--- config.mk ---
export PLATFORM = sky130hd
export DESIGN_NAME = uart_alu_intf
export DESIGN_NICKNAME = d
export VERILOG_FILES = /design/src/rtl/uart_alu_intf_pkg.sv /design/src/rtl/uart_alu_intf_timeout.sv /design/src/rtl/uart_alu_intf.sv
export SDC_FILE = /design/constraint.sdc
export NUM_CORES = 1
export LEC_CHECK = 0
export BUFFER_PORTS_ARGS = -buffer_cell sky130_fd_sc_hd__buf_2
export CAP_MARGIN = 20
export CELL_PAD_IN_SITES_DETAIL_PLACEMENT = 0
export CELL_PAD_IN_SITES_GLOBAL_PLACEMENT = 1
export CORE_ASPECT_RATIO = 0.8
export CORE_MARGIN = 2
export CORE_UTILIZATION = 30
export CTS_CLUSTER_DIAMETER = 100
export DETAILED_ROUTE_END_ITERATION = 7
export GPL_ROUTABILITY_DRIVEN = 0
export GPL_TIMING_DRIVEN = 1
export MAX_ROUTING_LAYER = met4
export PLACE_DENSITY = 0.59
export SYNTH_ARGS = -nofsm -noshare
export SYNTH_HDL_FRONTEND = slang
export SYNTH_SLANG_ARGS = --single-unit
--- constraint.sdc ---
create_clock -name i_clk -period 4.1 [get_ports i_clk]
set_input_delay 0.205 -clock i_clk [delete_from_list [all_inputs] [get_ports i_clk]]
set_output_delay 0.205 -clock i_clk [all_outputs]
set_load 0.005 [all_outputs]
--- src/rtl/uart_alu_intf_pkg.sv ---
// uart_alu_intf_pkg: shared FSM state encoding and ALU opcode constants
package uart_alu_intf_pkg;

    typedef enum logic [2:0] {
        WAIT_A,
        WAIT_B,
        WAIT_OP,
        SEND_LO,
        WAIT_TX_LO,
        SEND_HI,
        WAIT_TX_HI
    } state_t;

    localparam logic [5:0] OP_ADD = 6'b100000;
    localparam logic [5:0] OP_SUB = 6'b100010;
    localparam logic [5:0] OP_AND = 6'b100100;
    localparam logic [5:0] OP_OR  = 6'b100101;
    localparam logic [5:0] OP_XOR = 6'b100110;
    localparam logic [5:0] OP_SRA = 6'b000011;
    localparam logic [5:0] OP_SRL = 6'b000010;
    localparam logic [5:0] OP_NOR = 6'b100111;

endpackage

--- src/rtl/uart_alu_intf_timeout.sv ---
// intf_timeout: idle-cycle counter between operand bytes, flags expiry on its last allowed cycle
module intf_timeout #(
    parameter int TIMEOUT_CYCLES = 100000
) (
    input  logic clk,
    input  logic rst,
    input  logic clear,
    input  logic enable,
    output logic expired
);

    localparam int CW = $clog2(TIMEOUT_CYCLES + 1);

    logic [CW-1:0] cnt_q;
    logic [CW-1:0] cnt_d;

    assign cnt_d   = clear ? '0 : enable ? cnt_q + 1'b1 : cnt_q;
    assign expired = enable && (cnt_q == CW'(TIMEOUT_CYCLES - 1));

    // Counter register; cleared on accepted bytes, advances while waiting for operands
    always_ff @(posedge clk or posedge rst) begin
        if (rst) cnt_q <= '0;
        else     cnt_q <= cnt_d;
    end

endmodule

--- src/rtl/uart_alu_intf.sv ---
// uart_alu_intf: collects A, B, opcode bytes from UART, sends the ALU result back as two bytes
module uart_alu_intf
    import uart_alu_intf_pkg::*;
#(
    parameter int NB_DATA        = 8,
    parameter int NB_CODE        = 6,
    parameter int NB_DATA_OUT    = 9,
    parameter int TIMEOUT_CYCLES = 100000
) (
    input  logic                   i_clk,
    input  logic                   i_reset,
    input  logic [NB_DATA-1:0]     i_rx_data,
    input  logic                   i_rx_done,
    input  logic [NB_DATA_OUT-1:0] i_alu_result,
    input  logic                   i_tx_done,
    output logic [NB_DATA-1:0]     o_a,
    output logic [NB_DATA-1:0]     o_b,
    output logic [NB_CODE-1:0]     o_op,
    output logic [NB_DATA-1:0]     o_tx_data,
    output logic                   o_tx_start,
    output logic                   o_busy,
    output logic                   o_timeout
);

    state_t                 state_q;
    logic [NB_DATA-1:0]     a_q;
    logic [NB_DATA-1:0]     b_q;
    logic [NB_CODE-1:0]     op_q;
    logic [NB_DATA-1:0]     tx_data_q;
    logic [NB_DATA_OUT-1:0] res_q;
    logic                   tx_start_q;
    logic                   timeout_q;
    logic                   rx_state;
    logic                   accept;
    logic                   cnt_en;
    logic                   expired;

    assign rx_state = (state_q == WAIT_A) || (state_q == WAIT_B) || (state_q == WAIT_OP);
    assign accept   = i_rx_done && rx_state;
    assign cnt_en   = (state_q == WAIT_B) || (state_q == WAIT_OP);

    intf_timeout #(
        .TIMEOUT_CYCLES(TIMEOUT_CYCLES)
    ) u_timeout (
        .clk    (i_clk),
        .rst    (i_reset),
        .clear  (accept),
        .enable (cnt_en),
        .expired(expired)
    );

    // Frame FSM: operand capture, result latch, two-byte transmit with registered strobes
    always_ff @(posedge i_clk or posedge i_reset) begin
        if (i_reset) begin
            state_q    <= WAIT_A;
            a_q        <= '0;
            b_q        <= '0;
            op_q       <= '0;
            tx_data_q  <= '0;
            res_q      <= '0;
            tx_start_q <= 1'b0;
            timeout_q  <= 1'b0;
        end else begin
            tx_start_q <= 1'b0;
            timeout_q  <= 1'b0;
            case (state_q)
                WAIT_A: if (i_rx_done) begin
                    a_q     <= i_rx_data;
                    state_q <= WAIT_B;
                end
                WAIT_B: if (i_rx_done) begin
                    b_q     <= i_rx_data;
                    state_q <= WAIT_OP;
                end else if (expired) begin
                    state_q   <= WAIT_A;
                    timeout_q <= 1'b1;
                end
                WAIT_OP: if (i_rx_done) begin
                    op_q    <= i_rx_data[NB_CODE-1:0];
                    state_q <= SEND_LO;
                end else if (expired) begin
                    state_q   <= WAIT_A;
                    timeout_q <= 1'b1;
                end
                SEND_LO: begin
                    res_q      <= i_alu_result;
                    tx_data_q  <= i_alu_result[NB_DATA-1:0];
                    tx_start_q <= 1'b1;
                    state_q    <= WAIT_TX_LO;
                end
                WAIT_TX_LO: if (i_tx_done) state_q <= SEND_HI;
                SEND_HI: begin
                    tx_data_q  <= {{(2*NB_DATA-NB_DATA_OUT){1'b0}}, res_q[NB_DATA_OUT-1:NB_DATA]};
                    tx_start_q <= 1'b1;
                    state_q    <= WAIT_TX_HI;
                end
                WAIT_TX_HI: if (i_tx_done) state_q <= WAIT_A;
                default: state_q <= WAIT_A;
            endcase
        end
    end

    assign o_a        = a_q;
    assign o_b        = b_q;
    assign o_op       = op_q;
    assign o_tx_data  = tx_data_q;
    assign o_tx_start = tx_start_q;
    assign o_busy     = state_q != WAIT_A;
    assign o_timeout  = timeout_q;

endmodule

==> results <==
- The pin count of the biggest net entering global routing is 54.
- Timing analysis after detailed placement gives a worst setup slack of 1.86 ns.
- The total global routing overflow is 0.
- The final HPWL from detailed placement is 4080 um.
- In this run the remaining antenna-violating nets after routing total 0.
- The average routed wire per standard cell is 14.8 um.
- After floorplanning, the core was divided into 29 placement rows.
- The tightest min-delay check is of the input port to asynchronous set/reset pin type.
- Setup violations remaining at the end of the flow were counted as 0.
- The endpoint of the worst-slack reg-to-reg timing path is u_timeout.cnt_q[10]$_DFFE_PP0P_.
- The final layout contains 304 nets.
- The insertion delay to the later sink of the worst-skew pair is 0.30 ns.
- The number of hold buffers added after CTS is 0.
- After clock tree synthesis, the repair step resized 0 gates.
- The die is 85.4 um tall.
- The initial antenna violation count is 0.
- Once the floorplan was initialized, standard cells occupied 31.1% of the core.
- At the worst endpoint, the arrival time is 2.49 ns.
- The cell that appears most often on the critical path is sky130_fd_sc_hd__nor2_1.
- After synthesis, the netlist uses 40 different library cells.
- The first detailed-routing pass ran for 4 iterations.
- The worst setup path is of the flop to flop kind.
- The area growth from synthesis to layout is 17.9%.
- The worst register-to-register path has a depth of 4.
- The standby leakage power is 1.29 nW.
- Adding up every negative setup slack in the final design gives 0 ns.
- The H-tree was split into 2 levels.
- The final hold violation count came to 0.
- In this run the tightest slew margin relative to its limit is 41.5%.
- The die covers 0.00903 mm2.
- The max-slew violation count is 0.
- The detailed router finished its first iteration with 95 violations.
- On the critical path, the stage with the largest delay is an instance of sky130_fd_sc_hd__nor2_1.
- When the netlist entered floorplanning its net count stood at 255.
- In this run the worst path has a maximum fanout of 26.
- The first global-routing pass estimated 9760 um of wire.
- Among all flip-flop cells after synthesis, the most frequent one is sky130_fd_sc_hd__dfrtp_1.
- The number of maximum-capacitance constraint violations is 0.
- On the final layout, the worst clock skew is 0.00627 ns.
- The clock tree buffer depth is 2.
- The final wirelength is 5780 um.
- The cell count after synthesis came out at 233.
- The number of global-route vias before repair is 1864.
- For this run, design rule violations remaining after detail routing come to 0.
- The signal on the critical path passes through nand2b_1, nor2_1, nor2_1, a41o_1.
- Summing the sequential cell areas from Yosys gives 53.4% of the chip area.
- The required time of the worst setup path is 4.29 ns.
- Static timing analysis puts the maximum clock frequency at 435 MHz.
- Yosys printed 0 warnings.
- Of the cells placed in the final design, the portion with a size suffix greater than 1 is 31.8%.
- The synthesized netlist occupies a cell area of 0.00248 mm2.
- The CTS tree is built.
- Clock-pin slew was measured on the worst setup and hold paths at 0.10 ns.
- The least setup slack across all paths after layout is 1.80 ns.
- In this run the critical register-to-register path is launched from state_q[2]$_DFFE_PP0P_.
- The count of pins on the block boundary is 54.
- The detailed-route vias per instance is 4.84.
- The sort of element at the start of the critical path is a flop.
- Counting flops and latches in the post-synthesis netlist gives 53.
- The worst path uses 56.1% of the clock period.
- Buffers added to address setup during post-CTS repair amount to 0.
- Global routing used 14.1% of the available tracks.
- The slack of the worst reg-to-reg path is 1.80 ns.
- The cell at the root of the clock tree is sky130_fd_sc_hd__clkbuf_8.
- The clock drives 53 sinks.
- On the worst path, the slowest cell contributes a delay of 0.73 ns.
- For the pin with the worst max-slew slack, the measured transition is 0.874 ns.
- Buffers inserted during clock tree synthesis total 5.
- The peak supply drop is 0.247 mV.
- The placeable core region is 0.00798 mm2.
- The flow ran to the end, and the final reports show no timing, DRC or antenna violations.
- The worst path needs 2.30 ns of the cycle, external delays included.
- The antenna diode instance count is 0.
- The routed layout has 1894 vias.
- The worst setup path is captured at a flop.
- Measured along the x axis, the die boundary spans 106 um.
- The number of enable flip-flop cells after synthesis is 0.
- Setup repair after global routing left no endpoint under its margin.
- The proportion of synthesized flip-flops having asynchronous set or reset is 100%.
- A synthesized cell averages 10.7 um2.
- The power per cell area is 650 mW/mm2.
- The quantity of I/O buffers inserted on ports is 53.
layout make-up:
class	instances	area (um2)
multi-input combinational	163	1090
sequential	53	1330
clock inverter	2	15.0
clock buffer	6	72.6
tap	108	135
timing repair buffer	54	273
inverter	5	18.8
fill	841	5050
per-layer routing:
layer  track usage (%)  up-vias  part of all wire (%)
met2              17.7       38                    40
met4              4.31        0                  0.69
met3              2.92        2                   3.4
met5                 -        -                     0
li1                  -      945                     -
met1              22.2      909                    56
critical path, delay by kind of cell (launching register included):
kind               cells  cell delay (ns)
DFF                    1             0.69
AOI/OAI and AO/OA      1             0.27
and+or+nand+nor        3             1.22
how the worst max path moves through the flow:
stage	to	slack (ns)	startpoint	depth (start not counted)
after global placement	u_timeout.cnt_q[10]$_DFFE_PP0P_	1.89	state_q[2]$_DFFE_PP0P_	4
after global routing	u_timeout.cnt_q[10]$_DFFE_PP0P_	1.62	state_q[2]$_DFFE_PP0P_	4
final	u_timeout.cnt_q[10]$_DFFE_PP0P_	1.80	state_q[2]$_DFFE_PP0P_	4
after CTS	o_b[7]$_DFFE_PP0P_	1.83	state_q[2]$_DFFE_PP0P_	3
after detailed placement	u_timeout.cnt_q[10]$_DFFE_PP0P_	1.86	state_q[2]$_DFFE_PP0P_	4
after floorplan	u_timeout.cnt_q[11]$_DFFE_PP0P_	2.35	state_q[0]$_DFFE_PP0P_	6
power by group:
part	total, mW	switching [mW]	internal, mW
Clock	0.296	0.175	0.121
Combinational	0.702	0.341	0.361
Sequential	0.905	0.192	0.713
sequential cells by signal, summed over array words and instances (netlist names):
register and flops:
o_timeout 1, o_tx_data 8, res_q 1, state_q 3
o_tx_start 1, o_op 6, u_timeout.cnt_q 17, o_b 8
o_a 8
synthesized netlist by cell type (2+ instances only):
| master | instances | area [um2] |
|---|---|---|
| sky130_fd_sc_hd__mux2_2 | 23 | 259 |
| sky130_fd_sc_hd__or3_1 | 4 | 25.0 |
| sky130_fd_sc_hd__xor2_1 | 4 | 35.0 |
| sky130_fd_sc_hd__a21oi_1 | 11 | 55.1 |
| sky130_fd_sc_hd__buf_2 | 2 | 10.0 |
| sky130_fd_sc_hd__nor4b_1 | 3 | 26.3 |
| sky130_fd_sc_hd__o21ai_0 | 14 | 70.1 |
| sky130_fd_sc_hd__nand3_1 | 6 | 30.0 |
| sky130_fd_sc_hd__clkbuf_1 | 9 | 33.8 |
| sky130_fd_sc_hd__and2_1 | 2 | 12.5 |
| sky130_fd_sc_hd__o31ai_1 | 4 | 30.0 |
| sky130_fd_sc_hd__nand4_1 | 4 | 25.0 |
| sky130_fd_sc_hd__nor3_1 | 3 | 15.0 |
| sky130_fd_sc_hd__and4_1 | 2 | 17.5 |
| sky130_fd_sc_hd__or2_2 | 2 | 12.5 |
| sky130_fd_sc_hd__nand2_1 | 22 | 82.6 |
| sky130_fd_sc_hd__or4_1 | 6 | 45.0 |
| sky130_fd_sc_hd__inv_1 | 5 | 18.8 |
| sky130_fd_sc_hd__xnor2_1 | 3 | 26.3 |
| sky130_fd_sc_hd__dfrtp_1 | 53 | 1330 |
| sky130_fd_sc_hd__o22ai_1 | 3 | 18.8 |
| sky130_fd_sc_hd__a21o_1 | 2 | 15.0 |
| sky130_fd_sc_hd__nor2_1 | 18 | 67.6 |
| sky130_fd_sc_hd__a31oi_1 | 2 | 12.5 |
| sky130_fd_sc_hd__nor4_1 | 3 | 18.8 |
| sky130_fd_sc_hd__a41o_1 | 2 | 20.0 |
| sky130_fd_sc_hd__a22oi_1 | 8 | 60.1 |
layout by cell type (no fill, tap or decap), types with 2 or more instances in the layout:
master and instances:
sky130_fd_sc_hd__a21o_1 2, sky130_fd_sc_hd__a21oi_1 11, sky130_fd_sc_hd__a22oi_1 8, sky130_fd_sc_hd__a31oi_1 2, sky130_fd_sc_hd__a41o_1 2, sky130_fd_sc_hd__and2_1 2, sky130_fd_sc_hd__and4_1 2, sky130_fd_sc_hd__buf_2 53
sky130_fd_sc_hd__clkbuf_8 5, sky130_fd_sc_hd__clkinvlp_4 2, sky130_fd_sc_hd__dfrtp_1 53, sky130_fd_sc_hd__inv_1 4, sky130_fd_sc_hd__mux2_2 23, sky130_fd_sc_hd__nand2_1 22, sky130_fd_sc_hd__nand3_1 6, sky130_fd_sc_hd__nand4_1 4
sky130_fd_sc_hd__nor2_1 18, sky130_fd_sc_hd__nor3_1 3, sky130_fd_sc_hd__nor4_1 3, sky130_fd_sc_hd__nor4b_1 3, sky130_fd_sc_hd__o21ai_0 14, sky130_fd_sc_hd__o22ai_1 3, sky130_fd_sc_hd__o31ai_1 4, sky130_fd_sc_hd__or2_2 2
sky130_fd_sc_hd__or3_1 4, sky130_fd_sc_hd__or4_1 6, sky130_fd_sc_hd__xnor2_1 3, sky130_fd_sc_hd__xor2_1 4
kinds of logic (layout without fill, tap and decap cells):
logic type      after synthesis  in the layout  synth area share (%)
mux                          23             23                  10.4
fa+ha+maj                     1              1                 0.503
buf+inv                      17             67                  2.82
flops                        53             53                  53.4
xor+xnor                      8              8                  3.12
compound gates               51             51                  13.0
simple gates                 80             80                  16.8
per-stage QoR:
stage	power [mW]	instances	utilization [%]	hold WS, ns	cell area (um2)
final	1.90	391	36.7	0.0677	2930
after global routing	2.08	391	36.7	0.114	2930
after CTS	1.93	391	36.7	0.0941	2930
after detailed placement	1.62	383	35.6	0.438	2840
after global placement	1.62	383	35.6	0.439	2840
after floorplan	1.35	233	-	0.357	2480
(Power assumes the default switching activity.)
